`src/rtl/sar_search_ctrl.sv`:
```
// rtl/sar_search_ctrl.sv - successive-approximation search controller driving a magnitude comparator
// Optional one-hot flag checking with err output: define SAR_ONEHOT_CHECK_EN.
module sar_search_ctrl #(
    parameter int WIDTH = 3
) (
    input  logic             clk,
    input  logic             rst_n,
    input  logic             start,
    input  logic             gt,
    input  logic             eq,
    input  logic             lt,
    output logic [WIDTH-1:0] guess,
    output logic             busy,
    output logic             done,
    output logic             found,
    output logic [WIDTH-1:0] result,
    output logic [WIDTH:0]   probes
`ifdef SAR_ONEHOT_CHECK_EN
    ,
    output logic             err
`endif
);

    typedef enum logic [1:0] {
        IDLE   = 2'd0,
        SEARCH = 2'd1,
        DONE   = 2'd2
    } state_t;

    localparam logic [WIDTH:0]   ONE        = {{WIDTH{1'b0}}, 1'b1};
    localparam logic [WIDTH:0]   HI_INIT    = {1'b0, {WIDTH{1'b1}}};
    localparam logic [WIDTH-1:0] GUESS_INIT = {1'b0, {(WIDTH-1){1'b1}}};

    state_t           state, state_nxt;
    logic [WIDTH:0]   lo, lo_nxt;
    logic [WIDTH:0]   hi, hi_nxt;
    logic [WIDTH-1:0] guess_nxt;
    logic             found_nxt;
    logic [WIDTH-1:0] result_nxt;
    logic [WIDTH:0]   probes_nxt;
    logic [WIDTH:0]   guess_ext;
    logic [WIDTH:0]   guess_inc;
    logic [WIDTH:0]   guess_dec;
    logic             flag_bad;
`ifdef SAR_ONEHOT_CHECK_EN
    logic             err_nxt;
`endif

    // Sum is taken one bit wider than the bounds so lo+hi never wraps.
    function automatic logic [WIDTH+1:0] mid(input logic [WIDTH:0] a, input logic [WIDTH:0] b);
        logic [WIDTH+1:0] s;
        s = {1'b0, a} + {1'b0, b};
        return s >> 1;
    endfunction

    assign guess_ext = {1'b0, guess};
    assign guess_inc = guess_ext + ONE;
    assign guess_dec = guess_ext - ONE;

    assign busy = (state == SEARCH);
    assign done = (state == DONE);

`ifdef SAR_ONEHOT_CHECK_EN
    assign flag_bad = !(({gt, eq, lt} == 3'b100) || ({gt, eq, lt} == 3'b010) ||
                        ({gt, eq, lt} == 3'b001));
`else
    assign flag_bad = 1'b0;
`endif

    always_ff @(posedge clk) begin
        if (!rst_n) begin
            state  <= IDLE;
            lo     <= '0;
            hi     <= '0;
            guess  <= '0;
            found  <= 1'b0;
            result <= '0;
            probes <= '0;
`ifdef SAR_ONEHOT_CHECK_EN
            err    <= 1'b0;
`endif
        end else begin
            state  <= state_nxt;
            lo     <= lo_nxt;
            hi     <= hi_nxt;
            guess  <= guess_nxt;
            found  <= found_nxt;
            result <= result_nxt;
            probes <= probes_nxt;
`ifdef SAR_ONEHOT_CHECK_EN
            err    <= err_nxt;
`endif
        end
    end

    always_comb begin
        state_nxt  = state;
        lo_nxt     = lo;
        hi_nxt     = hi;
        guess_nxt  = guess;
        found_nxt  = found;
        result_nxt = result;
        probes_nxt = probes;
`ifdef SAR_ONEHOT_CHECK_EN
        err_nxt    = err;
`endif
        case (state)
            IDLE: begin
                if (start) begin
                    state_nxt  = SEARCH;
                    lo_nxt     = '0;
                    hi_nxt     = HI_INIT;
                    guess_nxt  = GUESS_INIT;
                    probes_nxt = '0;
                    found_nxt  = 1'b0;
`ifdef SAR_ONEHOT_CHECK_EN
                    err_nxt    = 1'b0;
`endif
                end
            end
            SEARCH: begin
                probes_nxt = probes + ONE;
                if (flag_bad) begin
`ifdef SAR_ONEHOT_CHECK_EN
                    err_nxt    = 1'b1;
`endif
                    found_nxt  = 1'b0;
                    result_nxt = '0;
                    state_nxt  = DONE;
                end else if (eq) begin
                    result_nxt = guess;
                    found_nxt  = 1'b1;
                    state_nxt  = DONE;
                end else if (gt) begin
                    if (guess_inc > hi) begin
                        found_nxt  = 1'b0;
                        result_nxt = '0;
                        state_nxt  = DONE;
                    end else begin
                        lo_nxt    = guess_inc;
                        guess_nxt = WIDTH'(mid(guess_inc, hi));
                    end
                end else begin
                    // LT, and also the all-zero flag case when checking is off.
                    if (guess == '0 || guess_dec < lo) begin
                        found_nxt  = 1'b0;
                        result_nxt = '0;
                        state_nxt  = DONE;
                    end else begin
                        hi_nxt    = guess_dec;
                        guess_nxt = WIDTH'(mid(lo, guess_dec));
                    end
                end
            end
            DONE: begin
                state_nxt = IDLE;
            end
            default: begin
                state_nxt = IDLE;
            end
        endcase
    end

endmodule

```
`config.mk`:
```
export PLATFORM = sky130hd
export DESIGN_NAME = sar_search_ctrl
export DESIGN_NICKNAME = d
export VERILOG_FILES = /design/src/rtl/sar_search_ctrl.sv
export SDC_FILE = /design/constraint.sdc
export NUM_CORES = 1
export LEC_CHECK = 0
export ABC_AREA = 1
export CORE_MARGIN = 2
export CORE_UTILIZATION = 58
export DETAILED_ROUTE_END_ITERATION = 10
export PLACE_DENSITY = 0.95
export SLEW_MARGIN = 25
export SYNTH_ARGS = -nofsm -noshare
export SYNTH_HDL_FRONTEND = slang
export SYNTH_SLANG_ARGS = --single-unit
```
`constraint.sdc`:
```
create_clock -name clk -period 3.9 [get_ports clk]
set_clock_uncertainty 0.2 [all_clocks]
set_input_delay 0.585 -clock clk [delete_from_list [all_inputs] [get_ports clk]]
set_output_delay 0.585 -clock clk [all_outputs]
set_load 0.05 [all_outputs]
```
==> impl_metrics.ini, run 1 <==
[route]
wire_per_inst_um = 12.57
wl_mm = 3.067
ant_nets = 0
drc_errors = 0
drt_first_iter_violations = 64
dr.pass1.iters = 4
routed_via_density = 5.439
vias = 1327

[pwr]
pwr_density_cell_nw_per_um2 = 836.8
vdd_ir_drop_max_v = 0.0006092
leakage_uw = 0.0007444

[die]
core-area_um2 = 2255
fp.dieArea_um2 = 2819
start_util = 0.6199
io_pins = 19
dieHeight_um = 53.09
row_count = 17
die_w_um = 53.09

[logic_synthesis]
yosys_register_bits = 21
ys_seq_area_frac = 0.3008
synthAdderAreaFrac = 0.1719
netlist_area_um2 = 1398
syn-num-nets = 221
ys_types = 27
synthSimpleGateAreaFrac = 0.2748
synthCells = 197
synth_top_family_by_area = simple AND/OR/NAND/NOR gates
synth.area.mux_share = 0
synth-xor-area-share = 0.02507
synth_area_per_cell_um2 = 7.094
yosysWarnings = 0
synth_compound_area_frac = 0.1244

[placed_design]
port_buffers = 17
gp_congestion = 0.9358
hpwl_mm = 2.371
dp_cells = 240

[run]
maxCapViolations = 0

[cts]
cts_made_buffers = 3
cts_root_buf = clkbuf_4
cts-resized-gates = 0
post_cts_buffers = 0
path_clk_slew_ns = 0.13
cts_buffer_depth = 2
postCtsHoldBufs = 0
cts_sinks = 21
cts_htree_levels = 1
clock_latency_ns = 0.32
cts_tree = built

[worst_setup_path]
crit_path_max_incr_delay_ns = 0.56
crit_required_ns = 3.92
crit_slowest_cell = dfxtp_1
rrSetupSlack_ns = 1.07
path_class = flip-flop to flip-flop
path_cells = inv_1 > ha_1 > inv_1 > ha_1 > nand2_1 > nand2_1 > nand2_1 > nand2_1 > nand4_1 > o21ai_0 > a21oi_1
r2r_end = hi[2]$_SDFFE_PN0P_
r2r_start = guess[0]$_SDFFE_PN0P_
startpoint_type = flip-flop
crit_path_max_fanout = 8
worst_ep_arrival_time_ns = 2.85
cp-end-kind = flip-flop
crit_top_cell = nand2_1
rr_worst_depth = 11

[grt]
grt_util_all_layers = 0.2558
gr-total-overflow = 0
grt_pass1_wl_mm = 5.126
grt_max_degree = 14
first_global_vias = 1129
antenna_found_initial = 0

[cells_and_area]
final_layout_size_suffix_gt1_frac = 0.06019
mostFrequentLayoutCell = nand2_1
fillCellCount = 177
final_cell_count_no_fill = 244
syn_to_final_growth_pct = 15.76
final_util = 0.7175
layout_common_cells = nand2_1 (40), inv_1 (31), dfxtp_1 (21)
nets = 241
n_antenna_cell = 0

[timing]
drv_slew = 0
rsz0062_at_grt = false
slew_headroom = 0.6661
setup_viol = 0
post-route-period-util = 0.7255
min_period_ns = 2.829
hold_violations = 0
max_freq_mhz = 353.4
setup_tns_ns = 0
worst_pin_slew_ns = 0.4993

[hold_path]
hold_path_depth = 2
worstHoldStart = result[1]$_SDFFE_PN0P_
hold_path.class = flip-flop to flip-flop
holdPathEnd = result[1]$_SDFFE_PN0P_

[outcome]
outcome = completed
==> flip-flops by register name, indices dropped and copies added, names as in the netlist <==
| name | flops |
|---|---|
| guess | 3 |
| probes | 4 |
| lo | 4 |
| hi | 4 |
| state | 2 |
| result | 3 |
| found | 1 |
==> critical path: cells and delay by family (launching register included) <==
family	cells	cell delay, ns
fa+ha+maj	2	0.78
flops	1	0.56
simple gates	5	0.48
buf+inv	2	0.37
compound gates	2	0.34
==> worst max-delay path by stage <==
stage | startpoint | to | slack, ns
after global routing | guess[0]$_SDFFE_PN0P_ | hi[2]$_SDFFE_PN0P_ | 0.82
final | guess[0]$_SDFFE_PN0P_ | hi[2]$_SDFFE_PN0P_ | 1.07
after global placement | guess[0]$_SDFFE_PN0P_ | hi[2]$_SDFFE_PN0P_ | 1.17
after floorplan | guess[0]$_SDFFE_PN0P_ | guess[2]$_SDFFE_PN0P_ | 1.19
after CTS | guess[0]$_SDFFE_PN0P_ | hi[2]$_SDFFE_PN0P_ | 1.09
after detailed placement | guess[0]$_SDFFE_PN0P_ | hi[2]$_SDFFE_PN0P_ | 1.12
==> logic make-up after synthesis <==
| family | after synthesis |
|---|---|
| xor gates and xnor gates | 4 |
| adders and majority gates | 18 |
| DFF | 21 |
| buffers and inverters | 37 |
| and+or+nand+nor | 85 |
| AOI/OAI and AO/OA | 32 |
==> final cells by class <==
cell class	instances	area, um2	share of cell area
flip-flops and latches	21	420.4	0.2599
repair buffers	17	170.2	0.1052
clock inverters	1	5.005	0.003094
multi-input cells	139	833.3	0.5151
clock buffers	3	22.52	0.01392
inverters	35	131.4	0.08121
well taps	28	35.03	0.02166
==> metrics by stage <==
stage | instance area [um2] | hold slack, ns | setup WS [ns] | total power (uW)
after global placement | 1590 | 0.2505 | 1.173 | 1218
after CTS | 1618 | 0.2774 | 1.093 | 1348
final | 1618 | 0.2729 | 1.071 | 1354
after global routing | 1618 | 0.2980 | 0.8205 | 1481
after floorplan | 1398 | 0.2410 | 1.192 | 1016
after detailed placement | 1590 | 0.2594 | 1.116 | 1234
==> synthesized netlist by cell type <==
cell type   n  area (um2)
nor2_1     18       67.56
nand2_1    40       150.1
clkinv_1    1       3.750
fa_1        2       40.04
inv_1      31       116.4
ha_1       16       200.2
nand3b_1    1       7.510
nor2_4      1       11.26
nor3_2      1       10.01
a22oi_1     1       7.510
o22a_1      1       8.760
nand3_1    12       60.06
a21oi_1    18       90.09
a32o_1      1       10.01
nand2_2     2       12.51
dfxtp_1    21       420.4
nor2_2      1       6.260
o21ai_0     9       45.04
a211oi_1    1       7.510
inv_2       3       11.26
o21ai_1     1       5.000
nor3_1      1       5.000
nand4_1     7       43.79
nand3_2     1       10.01
clkbuf_2    1       5.000
xor2_1      4       35.03
buf_4       1       7.510
==> metal layers <==
layer  track usage  up-vias  routed length (um)
li1              -      675                   -
met1        0.3478      595                1406
met2        0.4042       46                1408
met3       0.03672       11                 176
met4        0.1026        0                  76
met5             0        -                   0
==> power breakdown <==
part / switching, uW / internal (uW) / total [uW]
Combinational: 614 / 306 / 919
Sequential: 58.6 / 265 / 323
Clock: 72.7 / 38.5 / 111
Total: 745 / 609 / 1350
Note: power is estimated with default switching activity, not from simulation.
==> inputs of run 2 (changes only) <==
- CORE_UTILIZATION: 58 -> 54
- PLACE_DENSITY: 0.95 -> 0.9
- clock period: 3.9 -> 2.9 ns (I/O delays scaled with it)
==> run 2 against run 1 <==
Cell area up 2.1%. Routed wire length rose by 3.9%. Critical path type unchanged. Worst setup slack got worse by 0.76 ns. Combinational power up 40%. Flip-flop and latch count unchanged. Clock power is 34% higher. Critical path depth rose by 2.
==> impl_metrics.ini, run 2 (synthesized netlist as in run 1, its figures left out) <==
[hold_path]
hold_path.class = flip-flop to flip-flop

[placed_design]
port_buffers = 17
gp_congestion = 0.9101
hpwl_mm = 2.478
post-place-ws_ns = 0.2629
place_area_um2 = 1615

[timing]
post-route-period-util = 0.8944
hold_violations = 0
setup_ws_ns = 0.3064
setup_tns_ns = 0
slew_headroom = 0.6581
worst_pin_slew_ns = 0.5112
setup_viol = 0
min_period_ns = 2.594
rsz0062_at_grt = false
drv_slew = 0
holdWs_ns = 0.2761
max_freq_mhz = 385.6

[grt]
grt_util_all_layers = 0.2529
grt_max_degree = 14
gr-total-overflow = 0
antenna_found_initial = 0
first_global_vias = 1243
grt_pass1_wl_mm = 5.340

[die]
core-area_um2 = 2455
row_count = 18
start_util = 0.5693
io_pins = 19
fp.dieArea_um2 = 3011
die_w_um = 54.88
dieHeight_um = 54.88

[worst_setup_path]
crit_top_cell = nand2_1
cp-end-kind = flip-flop
crit_slowest_cell = ha_1
path_cells = inv_1 > ha_1 > inv_1 > ha_1 > nand2_1 > nand2_1 > nand2_1 > nand2_1 > nand2_1 > nand2_1 > nand3_1 > nand2_1 > a21oi_1
startpoint = guess[0]$_SDFFE_PN0P_
worst_ep_arrival_time_ns = 2.62
r2r_start = guess[0]$_SDFFE_PN0P_
startpoint_type = flip-flop
path_class = flip-flop to flip-flop
rrSetupSlack_ns = 0.31
crit_path_max_incr_delay_ns = 0.44
crit_cells = 13
crit_required_ns = 2.92
rr_worst_depth = 13
r2r_end = hi[3]$_SDFFE_PN0P_
crit_path_end = hi[3]$_SDFFE_PN0P_
crit_family = simple AND/OR/NAND/NOR gates
crit_path_max_fanout = 7
path_buf_inv = 2

[cts]
path_clk_slew_ns = 0.12
cts-resized-gates = 0
cts_htree_levels = 1
postCtsHoldBufs = 0
cts_sinks = 21
post_cts_buffers = 0
clock_latency_ns = 0.32
cts_root_buf = clkbuf_4
cts_tree = built
cts_buffer_depth = 2
cts_made_buffers = 3

[pwr]
leakage_uw = 0.0007597
p_total_uw = 1873
pwr_density_cell_nw_per_um2 = 1134
vdd_ir_drop_max_v = 0.0009036

[route]
drc_errors = 0
ant_nets = 0
wire_per_inst_um = 12.80
vias = 1353
wl_mm = 3.188
drt_first_iter_violations = 43
routed_via_density = 5.434
dr.pass1.iters = 4

[cells_and_area]
mostFrequentLayoutCell = nand2_1
nets = 244
multi_input_area_um2 = 840.8
syn_to_final_growth_pct = 18.17
reg_top3 = hi (4), lo (4), probes (4)
layout_common_cells = nand2_1 (40), inv_1 (31), dfxtp_1 (20)
fin_area_um2 = 1652
final_layout_size_suffix_gt1_frac = 0.08219
final-seq-area_um2 = 421.7
fillCellCount = 214
n_antenna_cell = 0

[run]
maxCapViolations = 0

[outcome]
outcome = completed
## run 2: cell count changes in the layout (fill, tap and decap cells not counted)
| cell | previous run | this run |
|---|---|---|
| dfxtp_1 | 21 | 20 |
| dfxtp_2 | 0 | 1 |
| xor2_2 | 0 | 1 |
| buf_4 | 0 | 3 |
| xor2_1 | 4 | 3 |
## run 2: stage by stage
step / util / cells
final: 0.6728 / 249
after global routing: 0.6728 / 249
after CTS: 0.6692 / 249
after detailed placement: 0.6580 / 245
after global placement: 0.6580 / 245
after floorplan: - / 197
## run 2: worst register-to-register path, cell delays in order (launching register included)
cell and delay, ns:
dfxtp_2 0.42, inv_1 0.15, ha_1 0.44, inv_1 0.15, ha_1 0.32, nand2_1 0.05
nand2_1 0.06, nand2_1 0.05, nand2_1 0.10, nand2_1 0.08, nand2_1 0.10, nand3_1 0.19
nand2_1 0.13, a21oi_1 0.07
## run 2: worst min path at each step
stage	start	to	slack (ns)	cells past startpoint
after floorplan	hi[3]$_SDFFE_PN0P_	hi[3]$_SDFFE_PN0P_	0.24	2
after global placement	hi[3]$_SDFFE_PN0P_	hi[3]$_SDFFE_PN0P_	0.25	2
after detailed placement	result[1]$_SDFFE_PN0P_	result[1]$_SDFFE_PN0P_	0.26	2
after CTS	lo[3]$_SDFFE_PN0P_	lo[3]$_SDFFE_PN0P_	0.27	2
after global routing	lo[3]$_SDFFE_PN0P_	lo[3]$_SDFFE_PN0P_	0.30	2
final	lo[3]$_SDFFE_PN0P_	lo[3]$_SDFFE_PN0P_	0.28	2
## run 2: power breakdown
part / leakage (uW) / total [uW] / internal (uW) / switching [uW]
registers: 0.000172 / 432 / 358 / 74.3
clock network: 0.0000177 / 149 / 51.8 / 96.8
logic: 0.000570 / 1290 / 441 / 851
total: 0.000760 / 1870 / 851 / 1020
## run 2: layout make-up
class | count | area share
multi-input cells | 139 | 0.5091
clock buffers | 3 | 0.01364
clock inverters | 1 | 0.003030
flip-flops and latches | 21 | 0.2553
repair buffers | 20 | 0.1167
well taps | 30 | 0.02273
inverters | 35 | 0.07955
## run 2: metal layers
metal  vias to the layer above  track usage  share of wire
met5                         -            0              0
met4                         0       0.1000          0.026
met3                        11      0.02732          0.074
met2                        56       0.4187           0.47
met1                       600       0.3333           0.43
li1                        686            -              -
==> inputs of run 3 (changes only) <==
- ABC_AREA: 1 -> not set
==> run 3 against run 2 <==
Non-clock buffer count is 4 higher. Cell area fell by 0.91%. Via count decreased by 7.5%. Critical path depth shrank 5. Critical endpoint is now lo[0]$_SDFFE_PN0P_. Critical path type unchanged. Highest routed layer unchanged. Routed wire length rose by 2.5%. Core utilization down 0.61 points.
==> impl_metrics.ini, run 3 <==
[die]
core-area_um2 = 2455
dieHeight_um = 54.53
die_w_um = 54.53
start_util = 0.5617
row_count = 18
io_pins = 19
fp.dieArea_um2 = 2974

[cts]
cts_sinks = 21
cts_tree = built
postCtsHoldBufs = 0
clock_latency_ns = 0.32
cts_root_buf = clkbuf_4
cts_made_buffers = 3
cts_buffer_depth = 2
path_clk_slew_ns = 0.13
cts_htree_levels = 1

[grt]
top_usage_layer = met2
use_met2 = 0.4498
first_global_vias = 1218
grt_max_degree = 19
grt_use_met3 = 0.03825
grt_use_met1 = 0.2922
gr-total-overflow = 0
grt_pass1_wl_mm = 5.292
grt_util_all_layers = 0.2523
antenna_found_initial = 0

[cells_and_area]
n_antenna_cell = 0
final_layout_size_suffix_gt1_frac = 0.1124
nets = 203
layout_common_cells = dfxtp_1 (19), clkdlybuf4s50_1 (17), ha_1 (16)
mostFrequentLayoutCell = dfxtp_1
reg_top3 = hi (4), lo (4), probes (4)
syn_to_final_growth_pct = 18.69

[route]
vias = 1252
wl_mm = 3.267
wire_per_inst_um = 15.71
drt_first_iter_violations = 51
dr.pass1.iters = 4
ant_nets = 0
routed_via_density = 6.019
drc_errors = 0

[logic_synthesis]
syn-num-nets = 180
synth_top_cells_by_count = dfxtp_1 (21), ha_1 (16), nand2_1 (12)
synth_area_per_cell_um2 = 8.839
synthCells = 156
ys_seq_area_frac = 0.3049
synth_edf_count = 0
synthTopCellsByArea = dfxtp_1 (30%), ha_1 (15%), a211oi_1 (3.3%), nand2_1 (3.3%), inv_1 (3.0%)
ys_async_sr_fraction = 0
netlist_area_um2 = 1379
yosysWarnings = 0
yosysTopAreaCell = dfxtp_1
synthFlopType = dfxtp_1
synth.top_cell.area_share = 0.3049
ys_types = 43
yosysMostFrequentCell = dfxtp_1
yosys_register_bits = 21

[run]
maxCapViolations = 0

[worst_setup_path]
worst_ep_arrival_time_ns = 2.74
rrSetupSlack_ns = 0.16
startpoint_type = flip-flop
cp-end-kind = flip-flop
crit_required_ns = 2.90
path_class = flip-flop to flip-flop
crit_path_max_fanout = 6

[pwr]
comb_power_share = 0.454
pwr-share-clk = 0.169
vdd_ir_drop_max_v = 0.0005250
netSwitchingPower_uw = 367.2
seqPwrFrac = 0.377
p_int_uw = 516.3
pwr_density_cell_nw_per_um2 = 539.9
switching_share = 0.4156
leakage_uw = 0.0006542

[placed_design]
hpwl_mm = 2.562
port_buffers = 17
gp_congestion = 0.8725

[timing]
setup_viol = 0
min_period_ns = 2.742
holdWs_ns = 0.2849
post-route-period-util = 0.9455
drv_slew = 0
slew_headroom = 0.6489
rsz0062_at_grt = false
setup_tns_ns = 0
hold_violations = 0
worst_pin_slew_ns = 0.5234
max_freq_mhz = 364.7

[outcome]
outcome = completed

[hold_path]
hold_path.class = flip-flop to flip-flop
==> run 3: power by group through the flow <==
stage	sequential, uW	clock (uW)	combinational (uW)
2_1_floorplan	366	0	250
3_3_place_gp	337	0	368
3_5_place_dp	339	0	390
4_1_cts	332	148	393
5_1_grt	336	160	441
6_report	333	150	401
==> run 3: path summary, 6_finish.rpt <==
check,depth (start not counted),startpoint,endpoint
setup / recovery,8,guess[0]$_SDFFE_PN0P_,lo[0]$_SDFFE_PN0P_
hold / removal,2,result[1]$_SDFFE_PN0P_,result[1]$_SDFFE_PN0P_
setup reg to reg,8,guess[0]$_SDFFE_PN0P_,lo[0]$_SDFFE_PN0P_
hold reg to reg,2,result[1]$_SDFFE_PN0P_,result[1]$_SDFFE_PN0P_
==> run 3: layer usage <==
layer / wire length [um] / vias to the layer above
met3: 188 / 6
met1: 1341 / 587
li1: - / 604
met2: 1680 / 55
met5: 0 / -
met4: 56 / 0
==> run 3: kinds of logic after synthesis <==
group / count (synthesis) / share of synthesized area
compound gates: 34 / 0.1978
mux: 1 / 0.007260
flops: 21 / 0.3049
buf+inv: 19 / 0.06352
simple gates: 57 / 0.2142
xor+xnor: 6 / 0.03811
fa+ha+maj: 18 / 0.1742
==> run 3: cell type report <==
class / instances / area [um2]
inverters: 13 / 48.80
clock buffers: 3 / 22.52
flip-flops and latches: 21 / 422.9
fillers: 182 / 818.3
multi-input cells: 116 / 877.1
well taps: 30 / 37.54
clock inverters: 1 / 5.005
repair buffers: 24 / 222.7
==> run 3: timing repair <==
| action | CTS | global route |
|---|---|---|
| setup endpoints to repair | 0 | 9 |
| resized for setup | 0 | 2 |
| setup buffers | 0 | 1 |
==> run 3: critical path: stages (launching register included) <==
cell	delay (ns)
dfxtp_2	0.41
ha_1	0.18
xor2_1	0.26
ha_1	0.35
a211oi_1	0.28
o21ai_1	0.19
a21oi_1	0.37
o21a_1	0.28
o32ai_1	0.11
==> run 3: per-stage QoR <==
stage          instances    util  total power, uW  instance area (um2)  setup WS (ns)
6_report             208  0.6667            883.6                 1637         0.1581
5_1_grt              208  0.6667            936.6                 1637        0.03041
4_1_cts              207  0.6606            872.8                 1622         0.1191
3_5_place_dp         203  0.6493            729.1                 1594         0.1390
3_3_place_gp         203  0.6493            705.1                 1594         0.3062
2_1_floorplan        156       -            616.0                 1380        0.03294
==> RTL edit 1, RTL diff (config.mk and constraints of run 2) <==
Encoding of `state_t`: now one-hot (3 bits for 3 states).
--- a/src/rtl/sar_search_ctrl.sv
+++ b/src/rtl/sar_search_ctrl.sv
@@ -21,10 +21,10 @@
 `endif
 );
 
-    typedef enum logic [1:0] {
-        IDLE   = 2'd0,
-        SEARCH = 2'd1,
-        DONE   = 2'd2
+    typedef enum logic [2:0] {
+        IDLE   = 3'b001,
+        SEARCH = 3'b010,
+        DONE   = 3'b100
     } state_t;
 
     localparam logic [WIDTH:0]   ONE        = {{WIDTH{1'b0}}, 1'b1};
Formal check against the unedited RTL: no difference found for any inputs over 10 cycles, from zero or initial values and one cycle with rst_n low; not proved beyond that.
==> RTL edit 1 against run 2 <==
  * Sequential cell count up 1
  * Register-to-register slack improved by 0.06 ns
  * Hold slack better by 0.00087 ns
  * Synthesized area increased by 11%
  * Final area increased by 8.9%
  * First-iteration DRC count up 9.3%
  * Worst setup slack better by 0.011 ns
  * Non-clock buffer count down 1
  * Critical path type is now flop to output pin
  * Routed wire length up 3.0%
  * Count of clock-buffer cells in the layout stayed put
Power is not compared: it rests on default switching activity, and its combinational part moved more than twofold at a synthesized area within 25%.
==> RTL edit 1: results (changes against run 2) <==
GRT
  • Grt met1 use: 29.2% (-4.1 points)
  • Overall global routing resource usage: 21.7% (-3.6 points)
  • Met2 usage: 35.7% (-6.2 points)
  • Largest net degree at the start of global routing: 19 (+5)
  • Routing usage on met3: 2.49% (-0.24 points)
  • Vias in the first global route: 1290 (+3.8%)
  • First-pass GRT wire length: 5660 um (+6.1%)

Synth
  • EDFF count, synth: 0 (unchanged)
  • Post-synth cell types: 25 (-7.4%)
  • Top cells by area, synth: dfxtp_1 28%, ha_1 14%, nand2_1 13%
  • Compound-Gate Fraction of Synth Area: 8.32% (-4.1 points)
  • Async S/R FF share, synth: 0% (unchanged)
  • Sequential-to-total area share from yosys stat: 28.4% (-1.6 points)
  • Adder-cell area share of the yosys netlist: 16.3% (-0.87 points)
  • Largest family of logic cells by synthesized area: simple AND/OR/NAND/NOR gates
  • Xor/xnor cell area share of the yosys netlist: 2.83% (+0.32 points)
  • Synth cell count leaders: 55 x nand2_1, 28 x inv_1, 22 x dfxtp_1, 19 x nor2_1, 17 x ha_1
  • Post-Syn Nets: 238 (+7.7%)
  • Primary FF master, synth: dfxtp_1

Critical path
  • Reg2Reg Capture Point: lo[2]$_SDFFE_PN0P_
  • Critical Path AT: 1.95 ns (-0.67 ns)
  • Slowest cell on crit path: clkdlybuf4s50_1
  • CP peak stage delay: 0.83 ns (+0.39 ns)
  • Worst Reg2Reg Path Length in Cells: 14 (+1)
  • CP max FO: 18 (+11)
  • Critical path launch point: state[2]$_SDFFE_PN0P_
  • R2r setup slk: 0.37 ns (+0.06 ns)
  • Last element of the critical path: busy
  • CP top delay family: buffers and inverters

Placement
  • IO Port Bufs: 17 (unchanged)
  • Pre-CTS WS: 0.422 ns (+0.160 ns)
  • Placer Congestion: 0.863 (-5.2%)
  • DP HPWL: 2530 um (+2.0%)

Finish
  • Fillcell total: 230 (+7.5%)
  • Share of post-route cells with drive strength above 1: 11.2% (+2.9 points)
  • Nets: 259 (+6.1%)

Route
  • Metal2 WL: 1580 um (+6.1%)
  • Vias per inst: 5.28 (-2.9%)
  • Wire per inst: 12.4 um (-2.8%)
  • Wl on met1: 1540 um (+12%)
  • Met3 WL post-DR: 96 um (-59%)
  • Initial drt markers: 47 (+9.3%)
  • DR pass1 iterations: 4 (unchanged)

Timing
  • Slew @ Worst Pin: 0.513 ns (+0.00196 ns)
  • Final Cycle Share: 89.1% (-0.37 points)

CTS
  • Clk buf depth: 2 (unchanged)

Power and ir drop
  • Sw frac: a little over a third
  • LEAKAGE: 0.834 nW
  • Clock power frac: between 20% and 30%

Hold path
  • Hold Path Origin: result[0]$_SDFFE_PN0P_
  • Worst Hold Path EP: result[0]$_SDFFE_PN0P_

Outcome
  • Status: finished clean
[RTL edit 1: final cells by class]
type | count | area [um^2] | area share [%]
multi-input combinational | 157 | 956 | 53.1
sequential | 22 | 440 | 24.5
timing repair buffer | 19 | 185 | 10.3
inverter | 31 | 126 | 7.02
tap | 31 | 38.8 | 2.16
clock inverter | 1 | 30.0 | 1.67
clock buffer | 3 | 22.5 | 1.25
[RTL edit 1: through the flow]
| step | util, % | hold WS [ns] | cells | cell area (um^2) | power, W |
|---|---|---|---|---|---|
| after detailed placement | 63.9 | 0.256 | 260 | 1750 | 0.000674 |
| after floorplan | - | 0.251 | 213 | 1550 | 0.000596 |
| after global placement | 63.9 | 0.252 | 260 | 1750 | 0.000666 |
| final | 65.8 | 0.277 | 264 | 1800 | 0.000908 |
| after global routing | 65.8 | 0.295 | 264 | 1800 | 0.000968 |
| after CTS | 65.8 | 0.277 | 264 | 1800 | 0.000910 |
==> RTL edit 2, RTL diff (flow settings as in run 2) <==
Without the edit above. The parameter `WIDTH` goes from 3 to 4.
--- a/src/rtl/sar_search_ctrl.sv
+++ b/src/rtl/sar_search_ctrl.sv
@@ -1,7 +1,7 @@
 // rtl/sar_search_ctrl.sv - successive-approximation search controller driving a magnitude comparator
 // Optional one-hot flag checking with err output: define SAR_ONEHOT_CHECK_EN.
 module sar_search_ctrl #(
-    parameter int WIDTH = 3
+    parameter int WIDTH = 4
 ) (
     input  logic             clk,
     input  logic             rst_n,
Ports: changed (resized guess, probes and result); port bits go from 19 to 22. No check against the original RTL was run, so the function may have changed too.
==> RTL edit 2 against run 2 <==
  * Hold slack hardly changed
  * Sequential cell count is 5 higher
  * Routed wire length is 32% higher
  * Final area is 32% higher
  * Sequential share of layout area is 1.6 points lower
  * Power is 19% higher
  * Synthesized area is 33% higher
  * Worst setup slack worse by 0.031 ns
  * Critical endpoint is now guess[0]$_SDFFE_PN0P_
  * Largest cell class unchanged
==> RTL edit 2: results (changes against run 2) <==
Power and ir drop
  • LEAKAGE: 0.950 nW (+25%)
  • Maximum VDD drop: 0.729 mV (-19%)
  • Sw frac: 52.3% (-2.3 points)

Synth
  • Post-synth cell types: 29 (+7.4%)
  • Top cells by area, synth: dfxtp_1 28%, ha_1 14%, nand2_1 12%
  • Synth cell count leaders: 58 x nand2_1, 30 x nor2_1, 29 x inv_1, 26 x dfxtp_1, 23 x a21oi_1
  • Post-Syn Nets: 291 (+32%)

Hold path
  • Hold Path Origin: result[1]$_SDFFE_PN0P_

Placement
  • DP HPWL: 3370 um (+36%)
  • IO Port Bufs: 20 (+3)
  • Pre-CTS WS: 0.309 ns (+0.0461 ns)
  • Placer Congestion: 0.899 (-1.2%)
  • Cell Area, Placed: 0.00212 mm^2 (+31%)

Critical path
  • Critical Path AT: 2.68 ns (+0.06 ns)
  • CP max FO: 6 (-1)
  • R2r startpoint: guess[1]$_SDFFE_PN0P_
  • Critical path launch point: guess[1]$_SDFFE_PN0P_
  • Slowest cell on crit path: dfxtp_1

Finish
  • Clock buf/inv share: 2.42% (+0.75 points)
  • Non-clk invs: 34 (-2.9%)
  • Non-Filler Instances: 332 (+33%)
  • Share of post-route cells with drive strength above 1: 11.9% (+3.7 points)
  • Footprint of the multi-input gates: 0.00119 mm^2 (+41%)
  • #MultiIn Comb: 198 (+42%)
  • Biggest regs: hi x5, lo x5, probes x5

Route
  • Vias per inst: 5.28 (-2.8%)

GRT
  • Vias in the first global route: 1592 (+28%)
  • First-pass GRT wire length: 7110 um (+33%)
  • Largest net degree at the start of global routing: 24 (+10)
  • Overall global routing resource usage: 22.4% (-2.9 points)

Outcome
  • Status: finished clean
## RTL edit 2: changes by cell type in the layout (fill, tap and decap cells not counted), moves of 3 or more
cell             before  now
clkdlybuf4s50_1      17   20
dfxtp_1              20   26
o21ai_1               1    8
a21oi_1              18   23
nor2_1               18   30
ha_1                 16   20
nand3_2               1    7
nand2_1              40   58
o21ai_0               9    4
## RTL edit 2: layer usage
layer / track usage [%] / up-vias / wire (um) / share of wire (%)
met4: 4.17 / 0 / 23 / 0.55
met2: 38.2 / 55 / 2010 / 48
met3: 4.68 / 4 / 322 / 7.6
li1: - / 902 / - / -
met5: 0 / - / 0 / 0
met1: 29.4 / 793 / 1860 / 44
## RTL edit 2: worst paths after layout
check / to / slack (ns) / depth (start not counted)
max: guess[0]$_SDFFE_PN0P_ / 0.28 / 15
min: result[1]$_SDFFE_PN0P_ / 0.28 / 2
max reg2reg: guess[0]$_SDFFE_PN0P_ / 0.28 / 15
min reg2reg: result[1]$_SDFFE_PN0P_ / 0.28 / 2
## RTL edit 2: critical path, delay by kind of cell (launching register included)
kind | cells | cell delay, ns
AND/OR/NAND/NOR | 11 | 1.23
adder cells (fa/ha/maj) | 2 | 0.51
flip-flops | 1 | 0.45
buffers and inverters | 2 | 0.16
## RTL edit 2: cell families after synthesis
kind of cell	share of synthesized area [%]
adder cells (fa/ha/maj)	16.3
buffers and inverters	8.22
XOR/XNOR	2.36
AO/OA/AOI/OAI	11.9
AND/OR/NAND/NOR	33.2
flip-flops	28.0
## RTL edit 2: power by group through the flow
stage               clock network (W)  logic [W]  registers, W
floorplan                           0   0.000982      0.000614
global placement                    0    0.00142      0.000500
detailed placement                  0    0.00146      0.000502
CTS                          0.000259    0.00147      0.000494
global route                 0.000267    0.00167      0.000506
finish                       0.000256    0.00148      0.000496
